==> src/rtl/serial_adder_pkg.sv <==
// Shared FSM encodings and sizing helpers for serial_adder.
package serial_adder_pkg;

  localparam logic [1:0] IDLE = 2'd0;
  localparam logic [1:0] RUN  = 2'd1;
  localparam logic [1:0] DONE = 2'd2;

  function automatic int num_steps(input int width, input int digit);
    return width / digit;
  endfunction

  // Counter is never narrower than one bit, even for a single-step adder.
  function automatic int cnt_width(input int width, input int digit);
    int n;
    n = width / digit;
    return (n <= 1) ? 1 : $clog2(n);
  endfunction

endpackage

==> src/rtl/fa_cell.sv <==
// One-bit full adder: two half adders whose carries are ORed.
module fa_cell (
  input  logic a,
  input  logic b,
  input  logic ci,
  output logic s,
  output logic co
);
  logic p, g, t;

  assign p  = a ^ b;
  assign g  = a & b;
  assign s  = p ^ ci;
  assign t  = p & ci;
  assign co = g | t;
endmodule

==> src/rtl/serial_adder.sv <==
// Multi-cycle adder: DIGIT bits per clock, LSB digit first, registered carry.
// Define SERIAL_ADDER_SUB_EN to add the SUB port (A - B, C=1 means no borrow).
module serial_adder
  import serial_adder_pkg::*;
#(
  parameter int WIDTH = 8,
  parameter int DIGIT = 1
) (
  input  logic             CLK,
  input  logic             RST_N,
  input  logic             IN_VALID,
  output logic             IN_READY,
  input  logic [WIDTH-1:0] A,
  input  logic [WIDTH-1:0] B,
  input  logic             CIN,
  output logic             OUT_VALID,
  input  logic             OUT_READY,
  output logic [WIDTH-1:0] S,
  output logic             C
`ifdef SERIAL_ADDER_SUB_EN
  ,
  input  logic             SUB
`endif
);
  localparam int N  = num_steps(WIDTH, DIGIT);
  localparam int CW = cnt_width(WIDTH, DIGIT);
  localparam logic [CW-1:0] LAST = CW'(N - 1);

  if (WIDTH < 1 || DIGIT < 1 || (WIDTH % DIGIT) != 0) begin : g_param_check
    $fatal(1, "serial_adder: DIGIT must be >=1 and divide WIDTH");
  end

  logic [1:0]       state;
  logic [WIDTH-1:0] a_reg, b_reg, s_reg;
  logic             carry;
  logic [CW-1:0]    cnt;
  logic [DIGIT-1:0] dsum;
  logic             dcarry;
  logic [WIDTH-1:0] dsum_top;
  logic             sub;

`ifdef SERIAL_ADDER_SUB_EN
  assign sub = SUB;
`else
  assign sub = 1'b0;
`endif

  for (genvar i = 0; i < DIGIT; i++) begin : g_fa
    logic ci, co;
    if (i == 0) begin : g_first
      assign ci = carry;
    end else begin : g_next
      assign ci = g_fa[i-1].co;
    end
    fa_cell u_fa (.a(a_reg[i]), .b(b_reg[i]), .ci(ci), .s(dsum[i]), .co(co));
  end
  assign dcarry = g_fa[DIGIT-1].co;

  // New digit enters S from the top so the LSB digit lands at bit 0 after N steps.
  assign dsum_top = WIDTH'(dsum) << (WIDTH - DIGIT);

  always_ff @(posedge CLK or negedge RST_N) begin
    if (!RST_N) begin
      state <= IDLE;
      a_reg <= '0;
      b_reg <= '0;
      s_reg <= '0;
      carry <= 1'b0;
      cnt   <= '0;
    end else begin
      case (state)
        IDLE: if (IN_VALID) begin
          // Subtract is A + ~B + 1: invert B and force the carry-in.
          a_reg <= A;
          b_reg <= sub ? ~B : B;
          carry <= sub ? 1'b1 : CIN;
          cnt   <= '0;
          state <= RUN;
        end
        RUN: begin
          s_reg <= (s_reg >> DIGIT) | dsum_top;
          a_reg <= a_reg >> DIGIT;
          b_reg <= b_reg >> DIGIT;
          carry <= dcarry;
          cnt   <= cnt + CW'(1);
          if (cnt == LAST) state <= DONE;
        end
        DONE: if (OUT_READY) state <= IDLE;
        default: state <= IDLE;
      endcase
    end
  end

  assign IN_READY  = (state == IDLE);
  assign OUT_VALID = (state == DONE);
  assign S         = s_reg;
  assign C         = carry;

endmodule

==> config.mk <==
export PLATFORM = sky130hd
export DESIGN_NAME = serial_adder
export DESIGN_NICKNAME = d
export VERILOG_FILES = /design/src/rtl/serial_adder_pkg.sv /design/src/rtl/fa_cell.sv /design/src/rtl/serial_adder.sv
export SDC_FILE = /design/constraint.sdc
export NUM_CORES = 1
export LEC_CHECK = 0
export ABC_AREA = 1
export CELL_PAD_IN_SITES_DETAIL_PLACEMENT = 1
export CELL_PAD_IN_SITES_GLOBAL_PLACEMENT = 2
export CORE_UTILIZATION = 31
export CTS_BUF_LIST = sky130_fd_sc_hd__clkbuf_4 sky130_fd_sc_hd__clkbuf_8
export CTS_CLUSTER_DIAMETER = 40
export DETAILED_ROUTE_END_ITERATION = 8
export GPL_ROUTABILITY_DRIVEN = 0
export PLACE_DENSITY = 0.86
export SYNTH_ARGS = -nofsm -noshare
export SYNTH_HDL_FRONTEND = slang
export SYNTH_SLANG_ARGS = --single-unit
==> constraint.sdc <==
create_clock -name CLK -period 3.07 [get_ports CLK]
set_input_delay 0.614 -clock CLK [delete_from_list [all_inputs] [get_ports CLK]]
set_output_delay 0.614 -clock CLK [all_outputs]
set_load 0.05 [all_outputs]
After elaboration in Yosys (flattened, before gate mapping):

Index checks and enable logic that the tools add are counted.

* register bits: 30
* bits in latches: 0
* memory bits (writable): 0
* ROM bits: 0
* bits of input ports: 21
* output and inout port bits: 11
* memories: 0

* add/sub/neg operators: 1
* $mul: 0
* divide/modulo/power cells: 0
* order comparisons: 0
* equal/unequal tests: 6
* shift-type cells: 0
* mux-type cells: 12
* bitwise operators: 6
* reduce and logical (&&, ||, !) cells: 4

Operators with widths (count)
* case mux 8 bit (2 select lines): 2
* 2-to-1 mux 8 bit: 2
* bitwise OR 7 x 8 -> 8 bit: 1
* 2-to-1 mux 2 bit: 3
* case mux 2 bit (3 select lines): 1
* case mux 3 bit (2 select lines): 1
* inequality test 2 bit, second input constant: 2
* adder 3 x 1 -> 3 bit, second input constant: 1
* == test 3 bit, second input constant: 1
* 2-to-1 mux 3 bit: 1
* AND reduction 3 bit: 1
* AND 1 bit: 2
* == test 2 x 1 -> 1 bit, second input constant: 1
* == test 2 bit, second input constant: 1
* zero test 2 bit: 1
* inequality test 2 x 1 -> 1 bit, second input constant: 1
* case mux 1 bit (2 select lines): 1
* AND reduction 2 bit: 1
* nonzero test 2 bit: 1
* bitwise XOR 1 bit: 2
* 2-to-1 mux 1 bit: 1
* bitwise OR 1 bit: 1

Longest topological paths before layout:

Gate-level depths: netlist of run 1.

* depth in word-level cells: 4
* gate-level depth with buffers: 7

Cells and area by module:

A second synthesis of run 1 with hierarchy kept.

* cells, all modules: 190
* area total of the unflattened synthesis: 1465.2 µm²

By module, submodules not included
* serial_adder: instances 1, cells an instance 189, area an instance 1445.1 µm²
* fa_cell: instances 1, cells an instance 1, area an instance 20.0 µm²

Worst setup path after synthesis of run 1:

Ideal clock, no wire load.

* kind: register to output
* start point: register state[0]
* end point: output IN_READY
* data arrival time: 1.290 ns
* required time: 2.456 ns
* path slack: 1.166 ns
* cell stages (with the launch flop): 3
* cells stage by stage: dfrtp_1 -> buf_2 -> nor2_1

* cells in the longest elaborated chain, start to end: 1

RTL lines
* start: declaration: line serial_adder.sv:33 `logic [1:0] state;`
* start signal: assignment: line serial_adder.sv:64 `state <= IDLE;`
* start signal: assignment: line serial_adder.sv:78 `state <= RUN;`
* start signal: assignment: line serial_adder.sv:86 `if (cnt == LAST) state <= DONE;`
* zero test 2 bit: line serial_adder.sv:94 `assign IN_READY = (state == IDLE);`
* end: declaration: line serial_adder.sv:12 `output logic IN_READY,`

Every way passes these cells.

Worst setup path in the final report of run 1:

Same ends and word-level chain as after synthesis.

==> results of run 1 <==
## layer usage
layer	vias to the layer above	wire length [µm]
li1	629	-
met4	0	42
met3	5	116
met1	565	1569
met2	25	1369
met5	-	0
## per-stage QoR
step	instances	instance area, µm²	utilization [%]
detailed placement	268	1812	40.77
finish	276	1907	42.91
global route	276	1907	42.91
floorplan	190	1465	-
CTS	276	1907	42.91
global placement	268	1812	40.77
## final timing paths
kind                           from       end  slack (ns)
max                        state[0]  IN_READY        0.65
min                        b_reg[1]  b_reg[1]        0.48
max reg2reg                state[0]  b_reg[2]        1.59
min reg2reg                b_reg[1]  b_reg[1]        0.48
max in group asynchronous     RST_N  b_reg[5]        2.04
min in group asynchronous     RST_N    cnt[2]        0.74
## tightest hold or removal path: cells and delay by family, from the launching register on
family           cells  cell delay (ns)
flip-flops           1             0.34
AND/OR/NAND/NOR      2             0.10
## final cells by class
class                           instances  area, µm²
Clock buffer                            7      90.09
Sequential cell                        30      750.7
Fill cell                             553       2537
Inverter                               36      137.6
Clock inverter                          1      5.005
Tap cell                               52      65.06
Multi-Input combinational cell        117      533.0
Timing Repair Buffer                   33      325.3
## layout by cell type, fill, tap and decap left out
| cell type | n |
|---|---|
| sky130_fd_sc_hd__a21oi_1 | 1 |
| sky130_fd_sc_hd__a21oi_2 | 1 |
| sky130_fd_sc_hd__buf_4 | 2 |
| sky130_fd_sc_hd__clkbuf_4 | 1 |
| sky130_fd_sc_hd__clkbuf_8 | 6 |
| sky130_fd_sc_hd__clkdlybuf4s50_1 | 31 |
| sky130_fd_sc_hd__clkinv_2 | 1 |
| sky130_fd_sc_hd__dfrtp_1 | 30 |
| sky130_fd_sc_hd__fa_1 | 1 |
| sky130_fd_sc_hd__ha_1 | 2 |
| sky130_fd_sc_hd__inv_1 | 34 |
| sky130_fd_sc_hd__inv_2 | 1 |
| sky130_fd_sc_hd__inv_4 | 1 |
| sky130_fd_sc_hd__nand2_1 | 78 |
| sky130_fd_sc_hd__nand2_2 | 1 |
| sky130_fd_sc_hd__nand2_4 | 2 |
| sky130_fd_sc_hd__nand3_1 | 18 |
| sky130_fd_sc_hd__nor2_1 | 4 |
| sky130_fd_sc_hd__o21ai_0 | 8 |
| sky130_fd_sc_hd__o31ai_1 | 1 |
## logic make-up after synthesis
family                   share of synthesized area (%)
AO/OA/AOI/OAI                                    4.185
adder cells (fa/ha/maj)                          3.074
buffers and inverters                            12.38
flip-flops                                       51.24
AND/OR/NAND/NOR                                  29.12
## power breakdown
part	total, mW	internal (mW)	switching [mW]
logic	0.931	0.323	0.607
clock network	0.334	0.189	0.144
registers	0.687	0.577	0.111
==> results.txt, run 1 <==
* Total core area: 4444 µm²
* Transition time at the pin with the least slew margin: 0.6732 ns
* Leading cell type by number of instances after synthesis: sky130_fd_sc_hd__nand2_1
- The number of failing hold endpoints at the final stage is 0.
- Yosys synthesis warning count: 0
- Counting flops and latches in the post-synthesis netlist gives 30.
- Crit-path max cell delay: 0.83 ns
- Reported max-cap violation count: 0
- Number of instances in the synthesized netlist: 190
- Crit path kind: flip-flop to output pin
- GR Overflow Total: 0
* Fmax: 412.8 MHz
- Die Outline Area: 5006 µm²
- Initial cell density of the core: 32.97%
- The clock passes through at most 2 buffers.
- TritonCTS built the clock tree.
* Number of DRC markers in iteration 0: 43
- Routed via count: 1224
- Dividing the detail-routed via count by the number of cells gives 4.435.
- Area Growth Syn to Fin: 30.15%
- Logic depth of the worst setup path including buffers: 2
- The synthesized netlist contains 18 unique library cells.
* Worst Hold Path Cells: 2
* Skew-Pair Late Insertion Delay: 0.28 ns
* Relative max-transition margin: 54.96%
* Vertical die dimension: 70.75 µm
- Met3 track demand over resource in global routing: 3.846%
- 32 I/O pins were placed.
- Netlist area before placement: 1465 µm²
- The first detailed-routing pass took 6 iterations.
- Largest net degree at the start of global routing: 31
* Async set or reset register ratio after synthesis: 100.0%
- Synth top area share: 51.24%
- Total of endpoints with negative setup slack in the final report: 0
- Dividing the detail-routed wire length by the instance count gives 11.22 µm.
- Antenna violations before repair: 0
- Final wirelength: 3098 µm
* Critical path's top delay family: buffers and inverters
- Post-route worst hold slack: 0.4806 ns
* List of most frequent post-synthesis cells: sky130_fd_sc_hd__nand2_1 (78), sky130_fd_sc_hd__inv_1 (34), sky130_fd_sc_hd__dfrtp_1 (30)
- Power spread over the standard cell area amounts to 1023 nW/µm².
- Cell with the largest stage delay on the worst path: sky130_fd_sc_hd__clkdlybuf4s50_1
* Wire length of the first global-routing pass: 5623 µm
- Sequential fraction of the synthesis area: 51.24%
* Critical path data arrival time: 1.81 ns
- Path depth of the worst reg2reg path: 5
* Critical Path Source Type: flip-flop
- For this run, the total global-route usage over all layers was measured as 14.53%.
- The final-report max-slew violation count was 0.
- IR drop worst, VDD: 338.6 µV
* Cell type with the highest aggregate area in the netlist: sky130_fd_sc_hd__dfrtp_1
- Number of clock sinks: 30
- Die Width: 70.75 µm
- Along the worst path, the maximum fanout reaches 9.
- Together, buffers and inverters on the worst path number 1.
- The number of nets in the synthesized netlist is 214.
- Period utilization: 78.92%
* Leakage: 1.032 nW
- By area the synthesized netlist is led by sky130_fd_sc_hd__dfrtp_1 (51%), sky130_fd_sc_hd__nand2_1 (20%), sky130_fd_sc_hd__inv_1 (8.7%).
- In the final layout, the share of cells above drive strength 1 is 7.143%.
- Data on the critical path is required at its endpoint by 2.46 ns.
- Before CTS, the worst setup slack after placement is 0.9465 ns.
* Count of flip-flops with a built-in enable after synthesis: 0
* Clock slew at the register clock pins of the worst setup and hold paths: 0.06 ns
* Top flip-flop cell by instance count after synthesis: sky130_fd_sc_hd__dfrtp_1
- Violations in the final reports: design-rule violations
- Critical Path End Type: output pin
* Final setup slack of the worst path: 0.6472 ns
- The count of buffers added on input and output ports is 31.
* Post-CTS Setup Repair Bufs: 0
- The layer flagged by global routing as most heavily used is met2.
* Cells along the critical path: nor2_1 > clkdlybuf4s50_1
* Number of cell rows: 24
- Total power for the finished layout comes to 1.952 mW.
* Met2 demand-to-capacity share in global routing: 24.36%
- Detailed Place HPWL: 2111 µm
- Remaining number of nets flagged by the antenna check after routing: 0
- Number of antenna cells inserted: 0
- The flow ran to the end, but the final reports show violations.
- Sum Neg Setup Slack: 0 ns
- In this run, post-CTS hold repair placed 0 buffers.
- Master cell of the clock root buffer: sky130_fd_sc_hd__clkbuf_8
- Number of global-route vias before repair: 1291
* Routing usage on met1: 18.06%
* Number of clock buffers inserted by TritonCTS: 5
- Largest clock skew in the final design: 0.007063 ns
- The net count of the finished layout is 247.
- Averaged over all synthesized cells, the footprint is 7.711 µm².
- Setup repair after global routing left no endpoint under its margin.
- Tightest Hold Check Type: flip-flop to flip-flop
- CTS H-Tree Depth: 2
* Post-route minimum period: 2.423 ns
* DRC violations left: 10
* Post_cts resized: 0
Power figures use the tool's default switching activity.
==> inputs of run 2 (changes only) <==
- CORE_UTILIZATION: 31 -> 26
- PLACE_DENSITY: 0.86 -> 0.77
- clock period: 3.07 -> 2.1 ns (I/O delays scaled with it)
==> run 2 against run 1 <==
Effect of this change: the flow now finishes without violations; routed wire length up 5.1%; final cell count up 7.2%; first-iteration DRC count down 51%; combinational power up 53%; critical path type unchanged; critical endpoint is now C.
==> results.txt, run 2 (same netlist as run 1, synthesis figures left out) <==
- Total core area: 5270 µm² (+19%)
- The number of antenna violations at the first check in global routing came to 0 (unchanged).
- The number of placed instances with taps included was 288 (+7.5%).
* Number of clock sinks: 30 (unchanged)
- Detailed-router iteration count before antenna repair: 4 (-2)
- Top fanout value on the critical path: 3 (-6)
- The DRC violations left came to 0 (-10).
* Startpoint of the lowest-slack hold path: S[0]
- Cells along the critical path: clkdlybuf4s50_1
- Relative to the synthesized area, the layout overhead comes to 34.07%.
- The insertion delay of the later-clocked pin in the worst-skew pair is 0.28 ns (about the same).
- The pin count of the biggest net entering global routing is 31 (unchanged).
- The initial core utilization was 27.80% (-5.2 points).
- Largest clock skew in the final design: 0.006190 ns (-0.0008731 ns)
* Pwr Density: 1485 nW/µm² (+45%)
- The aggregate global-route resource usage is 12.99% (-1.5 points).
- # nets final: 249 (+0.81%)
* Final wirelength: 3255 µm (+5.1%)
* Number of cell rows: 26 (+8.3%)
- The worst hold path belongs to the class flip-flop to flip-flop.
* I/O pin cnt: 32 (unchanged)
- Critical R2R Launch: state[0]
- The die width came to 77.07 µm (+8.9%).
- The slowest stage of the critical path is the sky130_fd_sc_hd__clkdlybuf4s50_1 cell.
- The worst endpoint required time came to 1.68 ns (-0.78 ns).
- The clock transition at the registers of the reported paths was 0.07 ns (about the same).
- In this run the critical register-to-register path is captured at b_reg[0].
* Critical path's top delay family: buffers and inverters
* Crit path kind: flip-flop to output pin
- The final critical path takes up 90.62% of the cycle.
- The accumulated negative setup slack is 0 ns (unchanged).
- GR Overflow Total: 0 (unchanged)
* Crit-path max cell delay: 0.82 ns (about the same)
* Reported max-cap violation count: 0 (unchanged)
- CTS H-Tree Depth: 2 (unchanged)
- The minimum setup slack after placement came to 0.4425 ns (-0.5039 ns).
- Final non-filler cell total: 296 (+7.2%)
- Number of fill cells: 645 (+17%)
* Post_cts resized: 0 (unchanged)
* Hold buffer count at cts: 0 (unchanged)
* TritonCTS clock tree: built
* Buffers from clock root to sink, at most: 2 (unchanged)
* Path depth of the worst reg2reg path: 5 (unchanged)
- Slack of the worst reg-to-reg path: 0.78 ns (-0.81 ns)
- The final-report max-slew violation count came to 0 (unchanged).
* Number of antenna cells inserted: 0 (unchanged)
- The number of failing hold endpoints at the final stage was 0 (unchanged).
- Number of DRC markers in iteration 0: 21 (-51%)
- Capturing instance or port of the critical path: C
- The total via count in the routed design was 1237 (+1.1%).
- Die Outline Area: 5940 µm² (+19%)
- Result of the run: finished, final reports clean
- RSZ-0062 raised after global routing: false
* Most frequent standard cell in the layout excluding fill and tap cells: sky130_fd_sc_hd__nand2_1
- Vertical die dimension: 77.07 µm (+8.9%)
- The static leakage was 1.052 nW (+1.9%).
- Total of endpoints with negative setup slack in the final report: 0 (unchanged)
* Area of the multi-input gates: 533.0 µm² (unchanged)
- Share of layout cells above drive strength 1: 8.850% (+1.7 points)
- Master cell of the clock root buffer: sky130_fd_sc_hd__clkbuf_8
* Final setup slack of the worst path: 0.1969 ns (-0.4503 ns)
* Detailed Place HPWL: 2217 µm (+5.0%)
- Leaving out fill and tap cells, the most frequent cells in the layout are sky130_fd_sc_hd__nand2_1 (78), sky130_fd_sc_hd__inv_1 (34), sky130_fd_sc_hd__dfrtp_1 (30), sky130_fd_sc_hd__clkdlybuf4s50_1 (29), sky130_fd_sc_hd__nand3_1 (18).
- Number of clock buffers inserted by TritonCTS: 5 (unchanged)
- Startpoint of the worst setup timing path: C
- The post-detailed-route via-to-cell ratio is 4.179 (-5.8%).
- The total area of sequential cells is 750.7 µm² (unchanged).
* Post-route minimum period: 1.903 ns
- The number of logic stages on the critical path including buffering is 1 (-1).
- The critical path buffer and inverter count is 1 (unchanged).
* PnR Total Power: 2.917 mW (+49%)
- Critical path data arrival time: 1.48 ns (-0.33 ns)
- The first-pass GRT wire length is 6044 µm (+7.5%).
- Relative max-transition margin: 66.26% (+11 points)
- The wire length per cell after detailed routing was 11.00 µm (-2.0%).
- IR drop worst, VDD: 531.5 µV (+57%)
- Static timing analysis puts the maximum clock frequency at 525.5 MHz.
* Critical Path Source Type: flip-flop
* Critical Path End Type: output pin
* Port bufs: 31 (unchanged)
- The number of nets with antenna violations after detailed routing came to 0 (unchanged).
- Post-CTS Setup Repair Bufs: 0 (unchanged)
- The worst-margin pin slew came to 0.5045 ns (-0.1687 ns).
- The via count of the first global-routing pass was 1330 (+3.0%).
[run 2: area by class of cell]
class	instances	share of cell area (%)
inverters	36	7.006
clock inverters	1	0.2548
multi-input cells	117	27.13
well taps	70	4.459
repair buffers	35	18.34
flip-flops and latches	30	38.22
clock buffers	7	4.586
[run 2: worst min-delay path by stage]
stage | endpoint | cells after the start | slack [ns]
4_1_cts | S[0] | 2 | 0.48
3_5_place_dp | b_reg[6] | 2 | 0.47
5_1_grt | S[0] | 2 | 0.50
3_3_place_gp | cnt[1] | 2 | 0.46
2_1_floorplan | C | 0 | 0.12
6_report | S[0] | 2 | 0.47
[run 2: routing by layer]
metal,wire [µm],global-route usage (%),vias to the layer above
li1,-,-,631
met1,1625,16.74,578
met2,1475,20.71,26
met3,130,4.048,2
met4,23,3.962,0
met5,0,0,-
[run 2: through the flow]
stage	hold slack, ns	utilization (%)	instance area, µm²
2_1_floorplan	0.1244	-	1465
3_3_place_gp	0.4571	35.47	1869
3_5_place_dp	0.4653	35.47	1869
4_1_cts	0.4826	37.27	1964
5_1_grt	0.5031	37.27	1964
6_report	0.4738	37.27	1964
[run 2: where the power goes]
group / total [mW] / switching (mW) / internal (mW)
combinational: 1.42 / 0.903 / 0.517
sequential: 1.01 / 0.168 / 0.843
clock: 0.485 / 0.209 / 0.277
==> inputs of run 3 (changes only) <==
- CORE_UTILIZATION: 26 -> 25
- CTS_BUF_LIST: sky130_fd_sc_hd__clkbuf_4 sky130_fd_sc_hd__clkbuf_8 -> default
- PLACE_DENSITY: 0.77 -> 0.75
- REMOVE_ABC_BUFFERS: default -> 1
==> run 3 against run 2 <==
Effect of this change: design area fell by 1.2%; clock skew is 0.0030 ns lower; first-iteration DRC count grew 43%; combinational power barely moved; sequential cell count did not move; critical path depth unchanged; critical endpoint unchanged; worst hold slack gained 0.0062 ns; critical path type unchanged; count of clock-buffer cells in the layout stayed put; largest power group unchanged; highest routed layer unchanged; via count is 0.81% higher; clock power fell by 13%; setup slack worse by 0.019 ns.
==> results.txt, run 3 (same netlist as run 1, synthesis figures left out) <==
* Final Hold Viols: 0 (unchanged)
- The row count is 27 (+3.8%).
- DR vias/cell: 4.213 (+0.81%)
- Leaving out fill and tap cells, the most frequent cell in the layout is sky130_fd_sc_hd__nand2_1.
- The clock transition at the registers of the reported paths was 0.06 ns (about the same).
- The final-stage net count came to 248 (-0.40%).
* TritonCTS clock tree: built
- Relative max-transition margin: 66.38% (+0.12 points)
- RSZ-0062 raised after global routing: false
- Critical path data arrival time: 1.50 ns (+0.02 ns)
- The insertion delay of the later-clocked pin in the worst-skew pair is 0.27 ns (about the same).
* Leakage: 1.033 nW (-1.8%)
- The worst endpoint required time was 1.68 ns (about the same).
- Largest net degree at the start of global routing: 31 (unchanged)
- Number of clock sinks: 30 (unchanged)
- The HPWL after detailed placement was 2404 µm (+8.4%).
* PnR Total Power: 2.861 mW (-1.9%)
- Critical path's top delay family: buffers and inverters
* Internal power: 1.575 mW (-3.8%)
* Vertical die dimension: 78.56 µm (+1.9%)
- CP Buf/Inv Count: 1 (unchanged)
* Logic depth of the worst setup path including buffers: 1 (unchanged)
- Result of the run: finished, final reports clean
- The number of DRC markers in iteration 0 was 30 (+43%).
- Drt wl/cell: 11.73 µm (+6.6%)
- The hold buffer count at cts came to 0 (unchanged).
* Combinational share of power: 49.6% (+0.9 points)
* Antenna violations before repair: 0 (unchanged)
- The worst hold slack came to 0.4799 ns (+0.006179 ns).
- The maximum fanout encountered on the critical timing path is 3 (unchanged).
- STA classifies the critical path startpoint as a flip-flop.
* Post-detailed-placement cell area: 1864 µm² (-0.27%)
- Reported max-cap violation count: 0 (unchanged)
- IR drop worst, VDD: 476.5 µV (-10%)
- Cells along the critical path: clkdlybuf4s50_1
- The aggregate routed wire length came to 3471 µm (+6.6%).
- Most frequent cells in the layout: sky130_fd_sc_hd__nand2_1 (78), sky130_fd_sc_hd__inv_1 (34), sky130_fd_sc_hd__dfrtp_1 (30), sky130_fd_sc_hd__clkdlybuf4s50_1 (29), sky130_fd_sc_hd__nand3_1 (18)
- The number of cells on the worst reg-to-reg path came to 5 (unchanged).
* CTS H-Tree Depth: 2 (unchanged)
- The switching fraction of total power was 44.94% (+1.1 points).
- The aggregate global-route resource usage is 13.09% (+0.099 points).
- The via count of the first global-routing pass is 1289 (-3.1%).
- The area growth from synthesis to layout is 32.45%.
- Largest clock skew in the final design: 0.003183 ns (-0.003007 ns)
- Transition time at the pin with the least slew margin: 0.5028 ns (-0.001743 ns)
* Post_cts resized: 0 (unchanged)
* Sum Neg Setup Slack: 0 ns (unchanged)
- Master cell of the clock root buffer: sky130_fd_sc_hd__clkbuf_8
- Number of antenna cells inserted: 0 (unchanged)
- The number of clock buffers inserted by TritonCTS is 5 (unchanged).
- Total core area: 5574 µm² (+5.8%)
* Routed via count: 1247 (+0.81%)
- DRC violations left: 0 (unchanged)
- The number of nets with antenna violations after detailed routing is 0 (unchanged).
* Post-place setup slack: 0.4440 ns (+0.001490 ns)
- The final non-filler cell area is 1941 µm² (-1.2%).
- Fmax: 520.3 MHz (-0.97%)
* Tightest Hold Check Type: flip-flop to flip-flop
* Crit path kind: flip-flop to output pin
- Total of endpoints with negative setup slack in the final report: 0 (unchanged)
- I/O pin cnt: 32 (unchanged)
- The maximum cell stage delay along the critical path is 0.83 ns (about the same).
* Detailed-router iteration count before antenna repair: 4 (unchanged)
- Cell with the largest stage delay on the worst path: sky130_fd_sc_hd__clkdlybuf4s50_1
* Buffers from clock root to sink, at most: 2 (unchanged)
- The clock network power share came to 14.8% (-1.8 points).
- The first-pass GRT wire length is 6161 µm (+1.9%).
* Worst Hold Path Cells: 2 (unchanged)
* Post-route minimum period: 1.922 ns (+0.01874 ns)
- STA classifies the critical path endpoint as an output pin.
- The share of post-route cells with drive strength above 1 is 7.143% (-1.7 points).
- Switch Pwr: 1.286 mW (+0.42%)
- Final setup slack of the worst path: 0.1782 ns (-0.01874 ns)
- Count of final max-slew check failures: 0 (unchanged)
- The total overflow reported by the global router came to 0 (unchanged).
- The share of total power in sequential cells was 35.6% (+0.9 points).
- Period utilization: 91.51% (+0.89 points)
- Number of fill cells: 691 (+7.1%)
- Pwr Density: 1474 nW/µm² (-0.73%)
* Die Width: 78.56 µm (+1.9%)
- The area of the die came to 6171 µm² (+3.9%).
* Port bufs: 31 (unchanged)
- The initial core utilization was 26.29% (-1.5 points).
- Post-CTS Setup Repair Bufs: 0 (unchanged)
## run 3: layout make-up
cell class	instances	area, µm²	area share [%]
Inverter	36	137.6	7.092
Multi-Input combinational cell	117	533.0	27.47
Clock buffer	7	76.32	3.933
Tap cell	72	90.09	4.642
Sequential cell	30	750.7	38.68
Timing Repair Buffer	34	352.8	18.18
## run 3: power groups by stage
stage | Combinational [mW] | Sequential [mW] | Clock (mW)
2_1_floorplan | 0.675 | 1.28 | 0
3_3_place_gp | 1.41 | 1.03 | 0
3_5_place_dp | 1.45 | 1.04 | 0
4_1_cts | 1.46 | 1.03 | 0.445
5_1_grt | 1.61 | 1.06 | 0.471
6_report | 1.42 | 1.02 | 0.424
## run 3: path summary, 6_finish.rpt
kind / startpoint / endpoint / slack, ns
worst max register to register: state[0] / b_reg[1] / 0.53
min in group asynchronous: RST_N / S[5] / 0.54
max in group asynchronous: RST_N / b_reg[5] / 1.27
worst min-delay path: a_reg[3] / a_reg[3] / 0.48
worst max-delay path: C / C / 0.18
worst min register to register: a_reg[3] / a_reg[3] / 0.48
## run 3: stage by stage
| stage | util [%] | cells |
|---|---|---|
| 4_1_cts | 34.81 | 296 |
| 6_report | 34.81 | 296 |
| 5_1_grt | 34.81 | 296 |
| 3_5_place_dp | 33.45 | 289 |
| 3_3_place_gp | 33.45 | 289 |
| 2_1_floorplan | - | 183 |
## run 3: per-layer routing
layer	vias to the layer above	GRT usage [%]	share of wire, %
met5	-	0	0
met4	0	5.556	1.8
met3	8	3.140	3.0
met2	18	20.78	48
met1	595	16.83	47
li1	626	-	-
